### src/rtl/intbus_arb_pkg.sv
// Shared FSM encoding, defaults and helpers for the internal-bus master arbiter.
package intbus_arb_pkg;

  typedef enum logic [1:0] {IDLE, ISSUE, WAIT_RD, RESP} state_t;

  localparam logic [31:0] ERR_DATA_DEFAULT = 32'hDEAD_BEEF;

  function automatic int unsigned wrap_inc(input int unsigned i, input int unsigned n);
    return (i + 1 >= n) ? 0 : i + 1;
  endfunction

endpackage

### src/rtl/intbus_master_arb_rr.sv
// Combinational round-robin arbiter: first set request at or after ptr, wrapping.
module rr_arbiter #(
  parameter int unsigned NREQ = 2
) (
  input  logic [NREQ-1:0]         req,
  input  logic [$clog2(NREQ)-1:0] ptr,
  output logic [NREQ-1:0]         grant,
  output logic [$clog2(NREQ)-1:0] idx
);
  localparam int unsigned IW = $clog2(NREQ);

  logic [NREQ-1:0] rot;
  logic            found;
  int unsigned     pos;

  // Rotate so the search always scans from bit 0, then map back to a real index.
  always_comb begin
    rot   = NREQ'({req, req} >> ptr);
    found = 1'b0;
    pos   = 0;
    for (int unsigned i = 0; i < NREQ; i++) begin
      if (!found && rot[i]) begin
        found = 1'b1;
        pos   = 32'(ptr) + i;
      end
    end
    if (pos >= NREQ) pos = pos - NREQ;
    idx   = IW'(pos);
    grant = found ? (NREQ'(1) << idx) : '0;
  end

endmodule

### src/rtl/intbus_master_arb.sv
// Shares the internal register bus between NREQ masters, one transaction at a time.
module intbus_master_arb
  import intbus_arb_pkg::*;
#(
  parameter int unsigned NREQ     = 2,
  parameter int unsigned AW       = 32,
  parameter int unsigned DW       = 32,
  parameter int unsigned TIMEOUT  = 64,
  parameter logic [31:0] ERR_DATA = ERR_DATA_DEFAULT
) (
  input  logic              clk,
  input  logic              resetn,
  input  logic [NREQ-1:0]   req_valid,
  input  logic [NREQ-1:0]   req_wr,
  input  logic [NREQ*AW-1:0] req_addr,
  input  logic [NREQ*DW-1:0] req_wdata,
  output logic [NREQ-1:0]   req_ready,
  output logic [NREQ-1:0]   rsp_valid,
  output logic [DW-1:0]     rsp_rdata,
  output logic              rsp_err,
  output logic [AW-1:0]     bus_addr,
  output logic [DW-1:0]     bus_wdata,
  output logic              bus_wr,
  output logic              bus_rd,
  input  logic [DW-1:0]     bus_rdata,
  input  logic              bus_rvalid
);
  localparam int unsigned   IW       = $clog2(NREQ);
  localparam int unsigned   CW       = $clog2(TIMEOUT);
  // Last WAIT_RD count: gives rsp_valid exactly TIMEOUT+1 cycles after the grant.
  localparam logic [CW-1:0] CNT_LAST = CW'(TIMEOUT - 2);

  typedef struct packed {
    logic          wr;
    logic [AW-1:0] addr;
    logic [DW-1:0] wdata;
  } req_t;

  state_t          state;
  logic [IW-1:0]   ptr;
  logic [IW-1:0]   gidx;
  logic [NREQ-1:0] grant;
  logic [NREQ-1:0] owner;
  logic [CW-1:0]   cnt;
  logic            lat_wr;
  req_t            sel;

  rr_arbiter #(.NREQ(NREQ)) u_arb (
    .req   (req_valid),
    .ptr   (ptr),
    .grant (grant),
    .idx   (gidx)
  );

  always_comb begin
    sel = '0;
    for (int unsigned i = 0; i < NREQ; i++) begin
      if (grant[i]) sel = '{wr: req_wr[i], addr: req_addr[i*AW +: AW], wdata: req_wdata[i*DW +: DW]};
    end
  end

  assign req_ready = (resetn && state == IDLE) ? grant : '0;

  always_ff @(posedge clk) begin
    if (!resetn) begin
      state     <= IDLE;
      ptr       <= '0;
      owner     <= '0;
      cnt       <= '0;
      lat_wr    <= 1'b0;
      bus_addr  <= '0;
      bus_wdata <= '0;
      bus_wr    <= 1'b0;
      bus_rd    <= 1'b0;
      rsp_valid <= '0;
      rsp_rdata <= '0;
      rsp_err   <= 1'b0;
    end else begin
      bus_wr    <= 1'b0;
      bus_rd    <= 1'b0;
      rsp_valid <= '0;
      case (state)
        IDLE: begin
          if (|req_valid) begin
            owner     <= grant;
            ptr       <= IW'(wrap_inc(32'(gidx), NREQ));
            lat_wr    <= sel.wr;
            bus_addr  <= sel.addr;
            bus_wdata <= sel.wdata;
            bus_wr    <= sel.wr;
            bus_rd    <= !sel.wr;
            state     <= ISSUE;
          end
        end
        ISSUE: begin
          if (lat_wr) begin
            rsp_rdata <= '0;
            rsp_err   <= 1'b0;
            rsp_valid <= owner;
            state     <= RESP;
          end else if (bus_rvalid) begin
            rsp_rdata <= bus_rdata;
            rsp_err   <= 1'b0;
            rsp_valid <= owner;
            state     <= RESP;
          end else begin
            cnt   <= '0;
            state <= WAIT_RD;
          end
        end
        WAIT_RD: begin
          cnt <= cnt + 1'b1;
          if (bus_rvalid) begin
            rsp_rdata <= bus_rdata;
            rsp_err   <= 1'b0;
            rsp_valid <= owner;
            state     <= RESP;
          end else if (cnt == CNT_LAST) begin
            rsp_rdata <= DW'(ERR_DATA);
            rsp_err   <= 1'b1;
            rsp_valid <= owner;
            state     <= RESP;
          end
        end
        RESP:    state <= IDLE;
        default: state <= IDLE;
      endcase
    end
  end

endmodule

### config.mk
export PLATFORM = sky130hd
export DESIGN_NAME = intbus_master_arb
export DESIGN_NICKNAME = d
export VERILOG_FILES = /design/src/rtl/intbus_arb_pkg.sv /design/src/rtl/intbus_master_arb_rr.sv /design/src/rtl/intbus_master_arb.sv
export SDC_FILE = /design/constraint.sdc
export NUM_CORES = 1
export LEC_CHECK = 0
export ABC_AREA = 1
export CORE_MARGIN = 2
export CORE_UTILIZATION = 40
export DETAILED_ROUTE_END_ITERATION = 6
export PLACE_DENSITY = 0.79
export SLEW_MARGIN = 20
export SYNTH_ARGS = -nofsm -noshare
export SYNTH_HDL_FRONTEND = slang
export SYNTH_SLANG_ARGS = --single-unit
### constraint.sdc
create_clock -name clk -period 2.4 [get_ports clk]
set_clock_uncertainty 0.2 [all_clocks]
set_input_delay 0.36 -clock clk [delete_from_list [all_inputs] [get_ports clk]]
set_output_delay 0.36 -clock clk [all_outputs]
set_load 0.02 [all_outputs]
==> impl_metrics.toml <==
[outcome]
status = "finished, final reports clean"

[worst_setup_path]
critical_path_class = "flop to primary output"
worst_r2r_path_depth = 9
start_kind = "flop"
timing.rr.start = "state[1]"
cpMaxStageDelayCell = "dfxtp_1"
cp-endpoint = "req_ready[0]"
cp_max_fo = 4
crit_arrival_ns = 1.68
end_kind = "primary output"
path_depth = 9
cp-startpoint = "state[1]"
crit_required_ns = 1.84
path_delay_family = "buffers and inverters"
crit_path_cell_trace = "inv_1, ha_1, inv_2, nor2_4, clkinv_1, nor2_2, nand2_1, inv_1, buf_2"
cp.buffers_inverters = 5
crit_path_max_incr_delay_ns = 0.33
critical-path-top-cell-by-count = "inv_1"
r2r_setup_slack_ns = 0.42
r2r-end = "bus_addr[23]"

[routing]
vias = 5802
avgRoutedWirePerCell_um = 14.5
drcViolationCount = 0
drt.antenna.violating_nets = 0
wl_mm = 17.1
dr.pass1.iters = 4
drtIter0Drc = 355
vias_per_cell = 4.90

[timing]
slew_headroom = 0.546
slew_viol_final = 0
max_freq_mhz = 445
setup_tns_ns = 0
finalCritPeriodShare = 0.935
layout_setup_ws_ns = 0.155
min_period_ns = 2.24
finalHoldViolCount = 0
setup-violations-final = 0
rsz0062_at_grt = "no"
max_slew.worst_pin.slew_ns = 0.681

[clocking]
cts.hold.buffers_added = 0
cts-buffers-inserted = 17
htreeDepth = 4
cts_tree = "built"
cts_sinks = 113
clockBufferDepth = 2
clkTransAtPathRegs_ns = 0.05
root_buffer = "clkbuf_16"
clock_latency_ns = 0.41

[global_routing]
antenna_found_initial = 0
grt_overflow_total = 0
grtUsageTotal = 0.245
grt_max_degree = 113
grt_pass1_wl_mm = 27.7
grt_pass1_vias = 5566

[job]
cap_violations = 0

[synth]
synthAdderAreaFrac = 0.0119
ys_types = 25
synth-simple-area-share = 0.348
synth.largest_area_cell = "dfxtp_1"
synth_top_area_frac = 0.431
syn_inst = 741
synth.avg_cell_area_um2 = 7.08
muxShareOfSynthArea = 0
synth_edf_count = 0
yosys.cell_count.top_type = "nand2_1"
ys_seq_area_frac = 0.431
synth_nets = 913
synth_area_mm2 = 0.00525
yosys-top-cells-count = "207 x nand2_1, 121 x nand3_1, 113 x dfxtp_1"
synth_ff_type = "dfxtp_1"
synth_compound_area_frac = 0.104
async_flop_share = 0
yosysWarnings = 0
synth_xor_xnor_area_share = 0.00167
synth_seq_cells = 113
synthTopCellsByArea = "dfxtp_1 43%, nand2_1 15%, nand3_1 12%, o211ai_1 7.2%, inv_1 5.2%"
synth_top_family_by_area = "simple AND/OR/NAND/NOR gates"

[placement]
place_area_mm2 = 0.00813
preCtsSetupSlack_ns = -0.150
io_buffers = 269
gp_congestion = 0.847
dp_hpwl_mm = 11.9

[cells_and_area]
final_util = 0.690
diodes = 0
register_area_mm2 = 0.00226
final_area_mm2 = 0.00878
synthToLayoutAreaGrowth_pct = 67.3
drive_above_1_share = 0.103
num-nets-final = 1172
multi_input_area_mm2 = 0.00246
fillers = 1062

[worst_hold_path]
hold_path.class = "input pin to flop"
holdPathStages = 4
min_from = "resetn"

[floorplan]
dieArea_mm2 = 0.0140
coreArea_mm2 = 0.0127
die_h_um = 119
die_w_um = 119
rows = 41
initial_core_util = 0.412
io_pins = 270

[power_and_ir_drop]
power_density_mw_per_mm2 = 1290
leakagePower_nw = 3.86
ir_drop_v = 0.000701
[registers in the layout (all words and copies together) (netlist names)]
name and cells:
bus_addr 32, bus_rd 1, bus_wdata 32, bus_wr 1, cnt 6, lat_wr 1
owner 2, ptr 1, rsp_err 1, rsp_rdata 32, rsp_valid 2, state 2
[where the power goes]
group	switching, mW	internal, mW	total, mW	leakage (nW)
Sequential	0.421	2.63	3.05	0.932
Combinational	3.10	2.41	5.51	2.60
Clock	0.850	1.96	2.81	0.322
Total	4.37	6.99	11.4	3.86
[metal layers]
| layer | vias to the layer above | wire length, um | track usage |
|---|---|---|---|
| met1 | 2605 | 6730 | 0.278 |
| met3 | 31 | 1880 | 0.108 |
| met5 | - | 0 | 0 |
| met4 | 0 | 344 | 0.0997 |
| met2 | 249 | 8180 | 0.404 |
| li1 | 2917 | - | - |
[repair_timing]
action / 4_1_cts / 5_1_grt
pin swaps: 0 / 0
setup endpoints to repair: 2 / 2
resized for setup: 6 / 3
setup buffers: 0 / 0
[layout make-up]
class	count	area share
Clock buffer	19	0.0505
Clock inverter	12	0.0242
Inverter	76	0.0325
Multi-Input combinational cell	500	0.280
Sequential cell	113	0.258
Tap cell	172	0.0245
Timing Repair Buffer	292	0.330
[worst min-delay path: stages]
cell and delay (ns):
buf_2 0.13, nand3_1 0.10, buf_4 0.11, nand2_1 0.04
[through the flow]
stage          power, mW  std cells  hold slack, ns
5_1_grt             12.1       1184           0.185
4_1_cts             11.5       1184           0.148
3_5_place_dp        8.57       1153           0.250
2_1_floorplan       6.29        741           0.225
3_3_place_gp        8.51       1153           0.249
6_report            11.4       1184           0.176
[worst min path at each step]
stage                    to  slack [ns]
3_3_place_gp   rsp_valid[1]        0.25
2_1_floorplan  rsp_valid[1]        0.22
5_1_grt            owner[1]        0.18
6_report           owner[1]        0.18
3_5_place_dp   rsp_valid[1]        0.25
4_1_cts            owner[1]        0.15
[cells by family (layout without fill, tap and decap cells)]
group                      after synthesis  after routing
AOI/OAI and AO/OA                       79             79
xor gates and xnor gates                 1              1
adders and majority gates                5              5
buffers and inverters                  128            399
DFF                                    113            113
and+or+nand+nor                        415            415
[layout by cell type, fill, tap and decap left out, drive strengths merged]
cell / count
nor2: 82
nand2: 208
clkbuf: 20
bufinv: 6
o211ai: 50
inv: 74
clkinvlp: 1
nand4: 2
o21bai: 1
and2: 1
dfxtp: 113
a31oi: 14
buf: 25
clkdlybuf4s50: 266
a21oi: 7
o22ai: 1
ha: 5
nor3: 1
xnor2: 1
o21ai: 6
nand3: 121
clkinv: 7
(Power assumes the default switching activity.)
